## config.mk

```make
export PLATFORM = sky130hd
export DESIGN_NAME = wb_seq_ctrl
export DESIGN_NICKNAME = d
export VERILOG_FILES = /design/src/rtl/cpu_ctrl_pkg.sv /design/src/rtl/wb_instr_classify.sv /design/src/rtl/wb_seq_ctrl.sv
export SDC_FILE = /design/constraint.sdc
export NUM_CORES = 1
export LEC_CHECK = 0
export CAP_MARGIN = 20
export CELL_PAD_IN_SITES_DETAIL_PLACEMENT = 1
export CELL_PAD_IN_SITES_GLOBAL_PLACEMENT = 2
export CORE_UTILIZATION = 32
export CTS_BUF_LIST = sky130_fd_sc_hd__clkbuf_8
export DETAILED_ROUTE_END_ITERATION = 12
export PLACE_DENSITY = 0.76
export SYNTH_ARGS = -nofsm -noshare
export SYNTH_HDL_FRONTEND = slang
export SYNTH_SLANG_ARGS = --single-unit
```

## constraint.sdc

```tcl
create_clock -name clk -period 2.7 [get_ports clk]
set_input_delay 0.54 -clock clk [delete_from_list [all_inputs] [get_ports clk]]
set_output_delay 0.54 -clock clk [all_outputs]
set_load 0.005 [all_outputs]
```

## src/rtl/cpu_ctrl_pkg.sv

```systemverilog
// Shared control definitions for the write-back sequencer.
//   - opcode / funct constants for the instructions the sequencer classifies
//   - destination-register mux and write-data source select encodings
//   - sequencer state encoding and the per-instruction class record
package cpu_ctrl_pkg;

  localparam logic [5:0] OP_RTYPE = 6'h00;
  localparam logic [5:0] OP_LW    = 6'h23;
  localparam logic [5:0] OP_ADDI  = 6'h08;
  localparam logic [5:0] OP_JAL   = 6'h03;

  localparam logic [5:0] FN_JR    = 6'h08;
  localparam logic [5:0] FN_PUSH  = 6'h05;
  localparam logic [5:0] FN_POP   = 6'h06;

  localparam logic [1:0] REGDST_RT = 2'b00;
  localparam logic [1:0] REGDST_SP = 2'b01;
  localparam logic [1:0] REGDST_RA = 2'b10;
  localparam logic [1:0] REGDST_RD = 2'b11;

  localparam logic [1:0] WBSRC_ALU = 2'b00;
  localparam logic [1:0] WBSRC_MEM = 2'b01;
  localparam logic [1:0] WBSRC_PC4 = 2'b10;
  localparam logic [1:0] WBSRC_SP  = 2'b11;

  typedef enum logic [2:0] {
    ST_IDLE,
    ST_DECODE,
    ST_MEM_WAIT,
    ST_WB1,
    ST_WB2,
    ST_DONE
  } wb_state_e;

  typedef struct packed {
    logic       needs_mem;
    logic [1:0] wb_count;   // 0, 1 or 2 register writes
    logic [1:0] dst1;
    logic [1:0] src1;
    logic [1:0] dst2;
    logic [1:0] src2;
  } wb_class_t;

endpackage

```

## src/rtl/wb_instr_classify.sv

```systemverilog
// Combinational instruction classifier for the write-back sequencer.
// Ports:
//   opcode  in  6  instruction[31:26]
//   funct   in  6  instruction[5:0]
//   cls     out    {needs_mem, wb_count, dst1, src1, dst2, src2}
// Unrecognised opcodes (and jr) produce no memory access and no writes.
module wb_instr_classify
  import cpu_ctrl_pkg::*;
(
  input  logic [5:0] opcode,
  input  logic [5:0] funct,
  output wb_class_t  cls
);

  always_comb begin
    cls = '{needs_mem: 1'b0, wb_count: 2'd0,
            dst1: REGDST_RT, src1: WBSRC_ALU,
            dst2: REGDST_RT, src2: WBSRC_ALU};
    unique case (opcode)
      OP_RTYPE: begin
        unique case (funct)
          FN_JR: ;
          FN_PUSH: begin
            cls.needs_mem = 1'b1;
            cls.wb_count  = 2'd1;
            cls.dst1      = REGDST_SP;
            cls.src1      = WBSRC_SP;
          end
          FN_POP: begin
            // Load the popped value first, then adjust the stack pointer.
            cls.needs_mem = 1'b1;
            cls.wb_count  = 2'd2;
            cls.dst1      = REGDST_RT;
            cls.src1      = WBSRC_MEM;
            cls.dst2      = REGDST_SP;
            cls.src2      = WBSRC_SP;
          end
          default: begin
            cls.wb_count = 2'd1;
            cls.dst1     = REGDST_RD;
            cls.src1     = WBSRC_ALU;
          end
        endcase
      end
      OP_ADDI: begin
        cls.wb_count = 2'd1;
        cls.dst1     = REGDST_RT;
        cls.src1     = WBSRC_ALU;
      end
      OP_LW: begin
        cls.needs_mem = 1'b1;
        cls.wb_count  = 2'd1;
        cls.dst1      = REGDST_RT;
        cls.src1      = WBSRC_MEM;
      end
      OP_JAL: begin
        cls.wb_count = 2'd1;
        cls.dst1     = REGDST_RA;
        cls.src1     = WBSRC_PC4;
      end
      default: ;
    endcase
  end

endmodule

```

## src/rtl/wb_seq_ctrl.sv

```systemverilog
// Write-back sequencer for the register file. Accepts one decoded instruction
// per handshake and steps it through an optional memory wait and one or two
// register write-back cycles.
// Optional feature macro: WB_MEM_TIMEOUT_EN (bounded wait for mem_ready, sets err).
// Ports:
//   clk, reset        clock, synchronous active-high reset
//   instr_valid       instruction fields valid (accepted only while idle)
//   opcode, funct     instruction[31:26], instruction[5:0]
//   mem_ready         memory operation complete
//   mem_req           memory request, held until mem_ready
//   reg_dst_sel       00=rt 01=$29 10=$31 11=rd
//   wb_src_sel        00=ALU 01=MEM 10=PC+4 11=SP+/-4
//   reg_write         one-cycle register write strobe per write
//   busy, done, err   sequence status, completion pulse, timeout flag
// All outputs are registered; each is computed from the next state.
module wb_seq_ctrl
  import cpu_ctrl_pkg::*;
#(
  parameter int unsigned TIMEOUT_CYCLES = 16
) (
  input  logic       clk,
  input  logic       reset,
  input  logic       instr_valid,
  input  logic [5:0] opcode,
  input  logic [5:0] funct,
  input  logic       mem_ready,
  output logic       mem_req,
  output logic [1:0] reg_dst_sel,
  output logic [1:0] wb_src_sel,
  output logic       reg_write,
  output logic       busy,
  output logic       done,
  output logic       err
);

  wb_state_e  state_q, state_d;
  logic [5:0] op_q, op_d, fn_q, fn_d;
  logic       mem_req_q, mem_req_d;
  logic [1:0] dst_q, dst_d, src_q, src_d;
  logic       reg_write_q, reg_write_d;
  logic       busy_q, busy_d;
  logic       done_q, done_d;
  wb_class_t  cls;

`ifdef WB_MEM_TIMEOUT_EN
  localparam int unsigned CNT_W = $clog2(TIMEOUT_CYCLES + 1);
  logic [CNT_W-1:0] cnt_q, cnt_d;
  logic             err_q, err_d;
`else
  logic unused_cfg;
  assign unused_cfg = ^TIMEOUT_CYCLES;
`endif

  // The classifier looks at the latched fields, so its result is stable
  // for the whole sequence regardless of what the inputs do meanwhile.
  wb_instr_classify u_classify (
    .opcode (op_q),
    .funct  (fn_q),
    .cls    (cls)
  );

  always_comb begin
    state_d = state_q;
    op_d    = op_q;
    fn_d    = fn_q;
`ifdef WB_MEM_TIMEOUT_EN
    err_d   = err_q;
    cnt_d   = '0;
`endif
    unique case (state_q)
      ST_IDLE: begin
        if (instr_valid) begin
          op_d    = opcode;
          fn_d    = funct;
          state_d = ST_DECODE;
        end
      end
      ST_DECODE: begin
        if (cls.needs_mem)           state_d = ST_MEM_WAIT;
        else if (cls.wb_count != '0) state_d = ST_WB1;
        else                         state_d = ST_DONE;
      end
      ST_MEM_WAIT: begin
        if (mem_ready) begin
          state_d = ST_WB1;
        end
`ifdef WB_MEM_TIMEOUT_EN
        else if (cnt_q == CNT_W'(TIMEOUT_CYCLES - 1)) begin
          // Give up on this access: no write-back, flag stays until reset.
          state_d = ST_DONE;
          err_d   = 1'b1;
        end else begin
          cnt_d = cnt_q + CNT_W'(1);
        end
`endif
      end
      ST_WB1:  state_d = (cls.wb_count == 2'd2) ? ST_WB2 : ST_DONE;
      ST_WB2:  state_d = ST_DONE;
      ST_DONE: state_d = ST_IDLE;
      default: state_d = ST_IDLE;
    endcase

    mem_req_d   = (state_d == ST_MEM_WAIT);
    reg_write_d = (state_d == ST_WB1) || (state_d == ST_WB2);
    busy_d      = (state_d != ST_IDLE);
    done_d      = (state_d == ST_DONE);

    // Mux selects hold their last value outside the write-back states.
    dst_d = dst_q;
    src_d = src_q;
    if (state_d == ST_WB1) begin
      dst_d = cls.dst1;
      src_d = cls.src1;
    end else if (state_d == ST_WB2) begin
      dst_d = cls.dst2;
      src_d = cls.src2;
    end
  end

  always_ff @(posedge clk) begin
    if (reset) begin
      state_q     <= ST_IDLE;
      mem_req_q   <= 1'b0;
      dst_q       <= REGDST_RT;
      src_q       <= WBSRC_ALU;
      reg_write_q <= 1'b0;
      busy_q      <= 1'b0;
      done_q      <= 1'b0;
`ifdef WB_MEM_TIMEOUT_EN
      cnt_q       <= '0;
      err_q       <= 1'b0;
`endif
    end else begin
      state_q     <= state_d;
      mem_req_q   <= mem_req_d;
      dst_q       <= dst_d;
      src_q       <= src_d;
      reg_write_q <= reg_write_d;
      busy_q      <= busy_d;
      done_q      <= done_d;
`ifdef WB_MEM_TIMEOUT_EN
      cnt_q       <= cnt_d;
      err_q       <= err_d;
`endif
    end
  end

  // Instruction fields are plain data; they are only consumed after a
  // fresh accept, so they need no reset.
  always_ff @(posedge clk) begin
    op_q <= op_d;
    fn_q <= fn_d;
  end

  assign mem_req     = mem_req_q;
  assign reg_dst_sel = dst_q;
  assign wb_src_sel  = src_q;
  assign reg_write   = reg_write_q;
  assign busy        = busy_q;
  assign done        = done_q;
`ifdef WB_MEM_TIMEOUT_EN
  assign err         = err_q;
`else
  assign err         = 1'b0;
`endif

endmodule

```

==> flow_summary.toml, run 1 <==
[timing]
hold_violations = 0
finalCritPeriodShare_pct = 84.6
skew_ns = 0.00552
tns_ns = 0
rsz0062_at_grt = "false"
fin_crit_ns = 2.29
setup_viol = 0
worst_slew_pin_slew_ns = 0.538
relSlewSlack_pct = 63.8
maxSlewViolCount = 0
fmax_mhz = 438

[synthesis]
post-synth-top-area-cell = "edfxtp_1"
synth_cells = 85
synth_top_family_by_area = "simple AND/OR/NAND/NOR gates"
synthMuxAreaShare_pct = 2.19
synth-edff-count = 12
async_flop_share_pct = 0
syn_nets = 101
ys_warn_count = 0
synth_ff_type = "edfxtp_1"
synthSimpleGateAreaFrac_pct = 26.0
synth.area.top_cells = "edfxtp_1, dfxtp_1, o221a_1"
synth.most_common_cell = "edfxtp_1"
synth_top_cell_area_share_pct = 35.0
synth_cell_types = 39
yosys.area_share.xor_xnor_pct = 0.851
synth_compound_area_share_pct = 13.1
ys_top_cells_by_count = "edfxtp_1, dfxtp_1, nor2_1"
avgSynthCellArea_um2 = 12.1
ys_ff_latch = 23
syn_area_mm2 = 0.00103
synth_adder_area_share_pct = 0
seq_area_frac_synth_pct = 56.4

[global_routing]
gr-usage-met1_pct = 16.9
grt_max_degree = 13
top_usage_layer = "met2"
grt_usage_pct = 14.1
grt_pass1_wl_um = 3550
grt_pass1_vias = 815
use_met3_pct = 2.64
gr-total-overflow = 0
grt_antenna_before_repair = 0
use_met2_pct = 24.5

[setup_path]
crit_fanout = 6
reg2reg_from = "op_q[1]$_DFFE_PP_"
r2r_setup_slack_ns = 0.41
startpoint_type = "register"
arrival_ns = 2.44
endpoint_kind = "register"
path_class = "register to register"
reg2reg_to = "reg_dst_sel[0]$_SDFFE_PP0P_"
rr_worst_depth = 5
worstPathRequired_ns = 2.85

[clock_tree]
clock_latency_ns = 0.26
cts_sinks = 23
post_cts_buffers = 0
numCtsBuffers = 3
postCtsHoldBufs = 0
cts_resized = 0
cts_max_level = 1
clkTransAtPathRegs_ns = 0.08
clockBufferDepth = 2
clock-root-buffer = "clkbuf_8"
cts_tree = "built"

[min_path]
hold_class = "register to register"
min-delay-start = "reg_dst_sel[1]$_SDFFE_PP0P_"
hold_end = "reg_dst_sel[1]$_SDFFE_PP0P_"
min_delay_path_depth = 2

[floorplanning]
fp.dieH_um = 58.7
die-area_mm2 = 0.00345
num_rows = 20
fp.dieW_um = 58.7
core_mm2 = 0.00305
start_util_pct = 33.7
num_io_pins = 25

[route]
drc_errors = 0
wirelength_um = 2080
vias = 782
vias_per_cell = 4.98
drt_iter0_markers = 10
antenna_left = 0
wl_per_cell_um = 13.3
drt_first_pass_iters = 3

[run_status]
status = "complete, no violations"

[final_layout]
fin_util_pct = 45.0
final_net_count = 130
drive_above_1_share_pct = 11.5
syn_to_final_growth_pct = 33.4
n_antenna_cell = 0

[power_and_ir_drop]
max-vdd-ir-drop_v = 0.000279
powerDensity_mw_per_mm2 = 630
p_leak_nw = 0.484

[place]
portBuffers = 23
dp_hpwl_um = 1650
place.gp.congestion = 0.748

[flow_run]
cap_violations = 0
[worst max-delay path by stage]
stage / slack, ns / cells past startpoint / endpoint / startpoint
after floorplan: 0.42 / 1 / fn_q[0]$_DFFE_PP_ / instr_valid
after global placement: 0.43 / 7 / reg_dst_sel[0]$_SDFFE_PP0P_ / instr_valid
after detailed placement: 0.37 / 7 / wb_src_sel[1]$_SDFFE_PP0P_ / instr_valid
after CTS: 0.41 / 5 / wb_src_sel[1]$_SDFFE_PP0P_ / op_q[1]$_DFFE_PP_
after global routing: 0.25 / 6 / wb_src_sel[1]$_SDFFE_PP0P_ / op_q[1]$_DFFE_PP_
final: 0.41 / 5 / reg_dst_sel[0]$_SDFFE_PP0P_ / op_q[1]$_DFFE_PP_
[layout make-up]
| cell class | count | area, um^2 |
|---|---|---|
| fill | 348 | 1680 |
| clock inverter | 1 | 3.75 |
| timing repair buffer | 25 | 245 |
| tap | 44 | 55.1 |
| sequential | 23 | 581 |
| multi-input combinational | 60 | 444 |
| inverter | 1 | 3.75 |
| clock buffer | 3 | 41.3 |
[metrics by stage]
step                      area (um^2)  power [mW]  worst slack, ns  instances  hold slack [ns]
after floorplan                  1030       0.573            0.419         85            0.487
after global placement           1330       0.660            0.429        153            0.497
after detailed placement         1330       0.670            0.373        153            0.512
after CTS                        1370       0.877            0.411        157            0.524
after global routing             1370       0.919            0.252        157            0.543
final                            1370       0.865            0.415        157            0.525
[report_power, final]
part           internal (mW)  total (mW)  leakage, nW  switching (mW)
registers              0.419       0.457        0.203          0.0387
logic                  0.117       0.202        0.254          0.0843
clock network          0.101       0.206       0.0269           0.105
total                  0.637       0.865        0.484           0.228
[layer usage]
layer | wire length (um) | vias up
met1 | 935 | 372
met2 | 1040 | 21
met3 | 77 | 4
met4 | 32 | 0
li1 | - | 385
met5 | 0 | -
[cell usage in the layout, fill, tap and decap left out, drive strengths merged, types with 3 or more instances in the layout]
cell type,synthesis,layout
o221a,3,3
nor2,6,6
nor4b,3,3
clkbuf,0,3
edfxtp,12,12
clkdlybuf4s50,0,23
dfxtp,11,11
nor4,3,3
nor2b,4,4
nand3,3,3
nand2,3,3
[flip-flops by register name (all words and copies together), names as in the netlist]
register     count
state_q          3
reg_dst_sel      2
wb_src_sel       2
busy             1
reg_write        1
fn_q             6
done             1
mem_req          1
op_q             6
[logic make-up (layout without fill, tap and decap cells)]
family                    after synthesis  count (layout)
buffers and inverters                   2              30
xor gates and xnor gates                1               1
other                                   1               1
DFF                                    23              23
AOI/OAI and AO/OA                      17              17
and+or+nand+nor                        40              40
muxes                                   1               1
[critical path, cell delays in order (launching register included)]
cell	delay [ns]
edfxtp_1	0.47
or4_1	0.54
a211o_1	0.30
a32oi_1	0.46
mux2i_4	0.14
o221a_1	0.27
Power figures use the tool's default switching activity.
==> run 2, diff against run 1 <==
==> constraint.sdc (replaced) <==
create_clock -name clk -period 2.2 [get_ports clk]
set_input_delay 0.44 -clock clk [delete_from_list [all_inputs] [get_ports clk]]
set_output_delay 0.44 -clock clk [all_outputs]
set_load 0.005 [all_outputs]
==> flow_summary.toml, run 2 (synthesis gave the netlist of run 1 again) <==
[floorplanning]
fp.dieH_um = 58.7
fp.dieW_um = 58.7
num_rows = 20
num_io_pins = 25
start_util_pct = 33.7
die-area_mm2 = 0.00345
core_mm2 = 0.00305

[clock_tree]
clock_latency_ns = 0.26
postCtsHoldBufs = 0
clkTransAtPathRegs_ns = 0.08
clock-root-buffer = "clkbuf_8"
cts_sinks = 23
cts_tree = "built"
cts_max_level = 1
numCtsBuffers = 3
clockBufferDepth = 2

[setup_path]
startpoint_type = "register"
reg2reg_from = "op_q[1]$_DFFE_PP_"
worstPathRequired_ns = 2.36
rr_worst_depth = 5
crit_fanout = 4
arrival_ns = 2.29
endpoint_kind = "register"
reg2reg_to = "wb_src_sel[0]$_SDFFE_PP0P_"
path_class = "register to register"
r2r_setup_slack_ns = 0.07

[route]
drc_errors = 0
wl_per_cell_um = 13.1
vias_per_cell = 4.92
vias = 812
drt_first_pass_iters = 4
drt_iter0_markers = 12
wirelength_um = 2160
antenna_left = 0

[power_and_ir_drop]
p_leak_nw = 0.522
powerDensity_mw_per_mm2 = 760
max-vdd-ir-drop_v = 0.000341

[flow_run]
cap_violations = 0

[place]
dp_hpwl_um = 1610
place.gp.congestion = 0.711
portBuffers = 23

[min_path]
hold_end = "reg_dst_sel[1]$_SDFFE_PP0P_"
hold_class = "register to register"
min_delay_path_depth = 2
min-delay-start = "reg_dst_sel[1]$_SDFFE_PP0P_"

[final_layout]
n_antenna_cell = 0
final_cell_mix = "clkdlybuf4s50_1, edfxtp_1, dfxtp_1"
top_regs = "fn_q: 6 flops, op_q: 6 flops, state_q: 3 flops"
final_common_cell = "clkdlybuf4s50_1"
syn_to_final_growth_pct = 40.5
drive_above_1_share_pct = 19.8
final_net_count = 138

[global_routing]
grt_antenna_before_repair = 0
grt_pass1_wl_um = 3680
gr-total-overflow = 0
grt_max_degree = 13
grt_pass1_vias = 867
grt_usage_pct = 14.7

[timing]
tns_ns = 0
maxSlewViolCount = 0
finalCritPeriodShare_pct = 97.0
fin_crit_ns = 2.13
setup_viol = 0
whs_ns = 0.517
fmax_mhz = 469
skew_ns = 0.00150
rsz0062_at_grt = "false"
hold_violations = 0

[run_status]
status = "complete, no violations"
## run 2: cell count changes in the layout (fill, tap and decap cells not counted)
cell | before | now
buf_4 | 2 | 10
nor4_1 | 3 | 2
a21oi_2 | 0 | 1
nor2_1 | 6 | 5
a21oi_1 | 2 | 1
nor4_2 | 0 | 1
nor2_2 | 0 | 1
## run 2: power breakdown
group	internal (mW)	switching, mW	leakage [nW]
Sequential	0.513	0.0440	0.203
Combinational	0.169	0.115	0.292
Clock	0.125	0.133	0.0269
Total	0.807	0.292	0.522
## run 2: area by class of cell
| type | instances | area, um^2 |
|---|---|---|
| well taps | 44 | 55.1 |
| multi-input cells | 60 | 457 |
| flip-flops and latches | 23 | 581 |
| fillers | 338 | 1610 |
| repair buffers | 33 | 305 |
| inverters | 1 | 3.75 |
| clock buffers | 3 | 41.3 |
| clock inverters | 1 | 3.75 |
## run 2: repair_timing
action,4_1_cts,5_1_grt
setup endpoints to repair,3,7
pin swaps,1,2
buffers inserted,3,0
gates resized for setup,0,3
## run 2: how the worst max path moves through the flow
stage	cells past startpoint	start	endpoint	slack, ns
4_1_cts	5	op_q[1]$_DFFE_PP_	wb_src_sel[0]$_SDFFE_PP0P_	0.03
2_1_floorplan	1	instr_valid	fn_q[0]$_DFFE_PP_	0.02
6_report	5	op_q[1]$_DFFE_PP_	wb_src_sel[0]$_SDFFE_PP0P_	0.07
3_3_place_gp	5	op_q[1]$_DFFE_PP_	reg_dst_sel[0]$_SDFFE_PP0P_	0.06
3_5_place_dp	5	op_q[1]$_DFFE_PP_	wb_src_sel[0]$_SDFFE_PP0P_	0.002
5_1_grt	5	op_q[1]$_DFFE_PP_	reg_dst_sel[0]$_SDFFE_PP0P_	0.01
## run 2: per-stage QoR
stage          instances  utilization, %  setup WS, ns  power, mW  area (um^2)
2_1_floorplan         85               -        0.0194      0.704         1030
3_3_place_gp         158            44.8        0.0576      0.830         1370
3_5_place_dp         158            44.8       0.00233      0.839         1370
4_1_cts              165            47.0        0.0347       1.10         1430
5_1_grt              165            47.4       0.00967       1.16         1450
6_report             165            47.4        0.0670       1.10         1450
## run 2: worst max-delay path: stages, from the launching register on
cell	delay, ns
edfxtp_1	0.42
or4_1	0.55
a211o_1	0.26
a311o_1	0.40
nand2b_4	0.18
o221a_1	0.22
## run 2: metal layers
layer	routed length, um	track usage [%]	up-vias
met1	915	15.7	383
met5	0	0	-
li1	-	-	402
met2	1130	27.8	22
met3	86	2.86	5
met4	34	6.12	0
==> run 3, diff against run 2 <==
--- a/config.mk
+++ b/config.mk
@@ -5,13 +5,14 @@
 export SDC_FILE = /design/constraint.sdc
 export NUM_CORES = 1
 export LEC_CHECK = 0
+export ABC_AREA = 1
 export CAP_MARGIN = 20
 export CELL_PAD_IN_SITES_DETAIL_PLACEMENT = 1
 export CELL_PAD_IN_SITES_GLOBAL_PLACEMENT = 2
-export CORE_UTILIZATION = 32
+export CORE_UTILIZATION = 30
 export CTS_BUF_LIST = sky130_fd_sc_hd__clkbuf_8
 export DETAILED_ROUTE_END_ITERATION = 12
-export PLACE_DENSITY = 0.76
+export PLACE_DENSITY = 0.77
 export SYNTH_ARGS = -nofsm -noshare
 export SYNTH_HDL_FRONTEND = slang
 export SYNTH_SLANG_ARGS = --single-unit
==> constraint.sdc (replaced) <==
create_clock -name clk -period 2.18 [get_ports clk]
set_input_delay 0.436 -clock clk [delete_from_list [all_inputs] [get_ports clk]]
set_output_delay 0.436 -clock clk [all_outputs]
set_load 0.005 [all_outputs]
==> flow_summary.toml, run 3 <==
[run_status]
status = "complete, no violations"

[setup_path]
crit_fanout = 7
path_class = "register to register"
path_buf_inv = 1
arrival_ns = 1.90
max_stage_delay_ns = 0.41
crit_chain = "nor2_2 -> nand3_2 -> inv_2 -> nand3_1 -> nand3_1 -> nand2_1 -> nand2_2 -> nand2_2 -> nand2_1 -> nand2_1 -> nand2_1 -> a21oi_2"
crit_top_cell = "nand2_1"
worst_path_dominant_cell_family = "simple AND/OR/NAND/NOR gates"
endpoint_kind = "register"
worstPathRequired_ns = 2.33
startpoint_type = "register"
crit_slowest_cell = "edfxtp_1"

[synthesis]
post-synth-top-area-cell = "edfxtp_1"
ys_ff_latch = 23
syn_area_mm2 = 0.00108
seq_area_frac_synth_pct = 53.9
synth.area.top_cells = "edfxtp_1, dfxtp_1, nand2_1"
synth_cells = 121
async_flop_share_pct = 0
synth-edff-count = 12
ys_warn_count = 0
synth_cell_types = 24
avgSynthCellArea_um2 = 8.90
synth.most_common_cell = "nand2_1"
synth_top_cell_area_share_pct = 33.4
syn_nets = 137
synth_ff_type = "edfxtp_1"
ys_top_cells_by_count = "nand2_1, inv_1, nand3_1"

[place]
place_ws_ns = 0.354
dp_hpwl_um = 1700
place.gp.congestion = 0.766
portBuffers = 23

[power_and_ir_drop]
p_int_mw = 0.731
clockPowerShare_pct = 26.0
pwr-share-comb_pct = 21.3
powerDensity_mw_per_mm2 = 713
max-vdd-ir-drop_v = 0.000240
switchingPower_mw = 0.272
p_sw_share_pct = 27.2
p_leak_nw = 0.592
seqPwrFrac_pct = 52.8

[flow_run]
cap_violations = 0

[floorplanning]
num_rows = 21
fp.dieH_um = 61.9
core_mm2 = 0.00339
start_util_pct = 31.8
die-area_mm2 = 0.00383
fp.dieW_um = 61.9
num_io_pins = 25

[global_routing]
top_usage_layer = "met2"
gr-total-overflow = 0
grt_pass1_wl_um = 3290
use_met3_pct = 1.24
gr-usage-met1_pct = 14.1
use_met2_pct = 21.5
grt_max_degree = 14
grt_antenna_before_repair = 0
grt_usage_pct = 11.9
grt_pass1_vias = 811

[clock_tree]
numCtsBuffers = 3
clockBufferDepth = 2
cts_resized = 0
post_cts_buffers = 0
cts_max_level = 1
postCtsHoldBufs = 0
clock_latency_ns = 0.26
clock-root-buffer = "clkbuf_8"
clkTransAtPathRegs_ns = 0.08
cts_sinks = 23
cts_tree = "built"

[timing]
maxSlewViolCount = 0
fmax_mhz = 570
skew_ns = 0.00465
rsz0062_at_grt = "false"
whs_ns = 0.492
fin_crit_ns = 1.75
tns_ns = 0
finalCritPeriodShare_pct = 80.5
setup_viol = 0
hold_violations = 0
setup_ws_ns = 0.425

[route]
wirelength_um = 2080
vias = 847
antenna_left = 0
drc_errors = 0
vias_per_cell = 4.39
wl_per_cell_um = 10.8
drt_iter0_markers = 15
drt_first_pass_iters = 3

[final_layout]
final_common_cell = "clkdlybuf4s50_1"
final_cell_mix = "clkdlybuf4s50_1, nand2_1, inv_1"
n_antenna_cell = 0
syn_to_final_growth_pct = 30.7
final_net_count = 164
filler_cell_count = 403
fin_util_pct = 41.5
top_regs = "fn_q: 6 flops, op_q: 6 flops, state_q: 3 flops"
drive_above_1_share_pct = 17.7

[min_path]
hold_class = "register to register"
[run 3: cell types whose count changed after synthesis, moves of 3 or more]
cell / before / now
nor2_1: 6 / 11
nor4_1: 3 / 0
nor4b_1: 3 / 0
o221a_1: 3 / 0
a21oi_2: 0 / 4
nand2_1: 3 / 22
inv_1: 1 / 17
nand3_1: 3 / 14
nand3_2: 0 / 3
nor2b_1: 4 / 0
nor2_2: 0 / 6
[run 3: power by group through the flow]
stage                     Combinational [mW]  Sequential, mW  Clock (mW)
after floorplan                        0.131           0.538           0
after global placement                 0.211           0.539           0
after detailed placement               0.217           0.541           0
after CTS                              0.218           0.530       0.276
after global routing                   0.239           0.535       0.286
final                                  0.213           0.529       0.261
[run 3: per-stage QoR]
stage / total power [mW] / instance area [um^2] / cells
2_1_floorplan: 0.669 / 1080 / 121
3_3_place_gp: 0.750 / 1360 / 189
3_5_place_dp: 0.758 / 1360 / 189
4_1_cts: 1.02 / 1410 / 193
5_1_grt: 1.06 / 1410 / 193
6_report: 1.00 / 1410 / 193
[run 3: path summary, 6_finish.rpt]
| check | start | to | slack, ns | depth (start not counted) |
|---|---|---|---|---|
| worst max-delay path | op_q[5]$_DFFE_PP_ | wb_src_sel[0]$_SDFFE_PP0P_ | 0.43 | 12 |
| worst min register to register | wb_src_sel[1]$_SDFFE_PP0P_ | wb_src_sel[1]$_SDFFE_PP0P_ | 0.49 | 2 |
| worst max register to register | op_q[5]$_DFFE_PP_ | wb_src_sel[0]$_SDFFE_PP0P_ | 0.43 | 12 |
| worst min-delay path | wb_src_sel[1]$_SDFFE_PP0P_ | wb_src_sel[1]$_SDFFE_PP0P_ | 0.49 | 2 |
[run 3: logic make-up after synthesis]
group / count (synthesis) / synth area share (%)
buffers and inverters: 21 / 7.67
other: 1 / 0.348
AND/OR/NAND/NOR: 66 / 32.1
AO/OA/AOI/OAI: 10 / 6.04
flip-flops: 23 / 53.9
[run 3: per-layer routing]
metal  up-vias  routed length [um]
met5         -                   0
met2        10                1010
met3         4                  53
met1       392                 990
met4         0                  29
li1        441                   -
[run 3: layout make-up]
cell class,instances,area [um^2],share of cell area (%)
Sequential cell,23,581,41.2
Multi-Input combinational cell,77,414,29.4
Timing Repair Buffer,24,238,16.9
Inverter,19,71.3,5.07
Tap cell,46,57.6,4.09
Clock buffer,3,41.3,2.93
Clock inverter,1,5.00,0.356
[run 3: worst min-delay path, stage by stage, from the launching register on]
cell and delay, ns:
dfxtp_1 0.32, nand3_1 0.09, a21oi_2 0.05
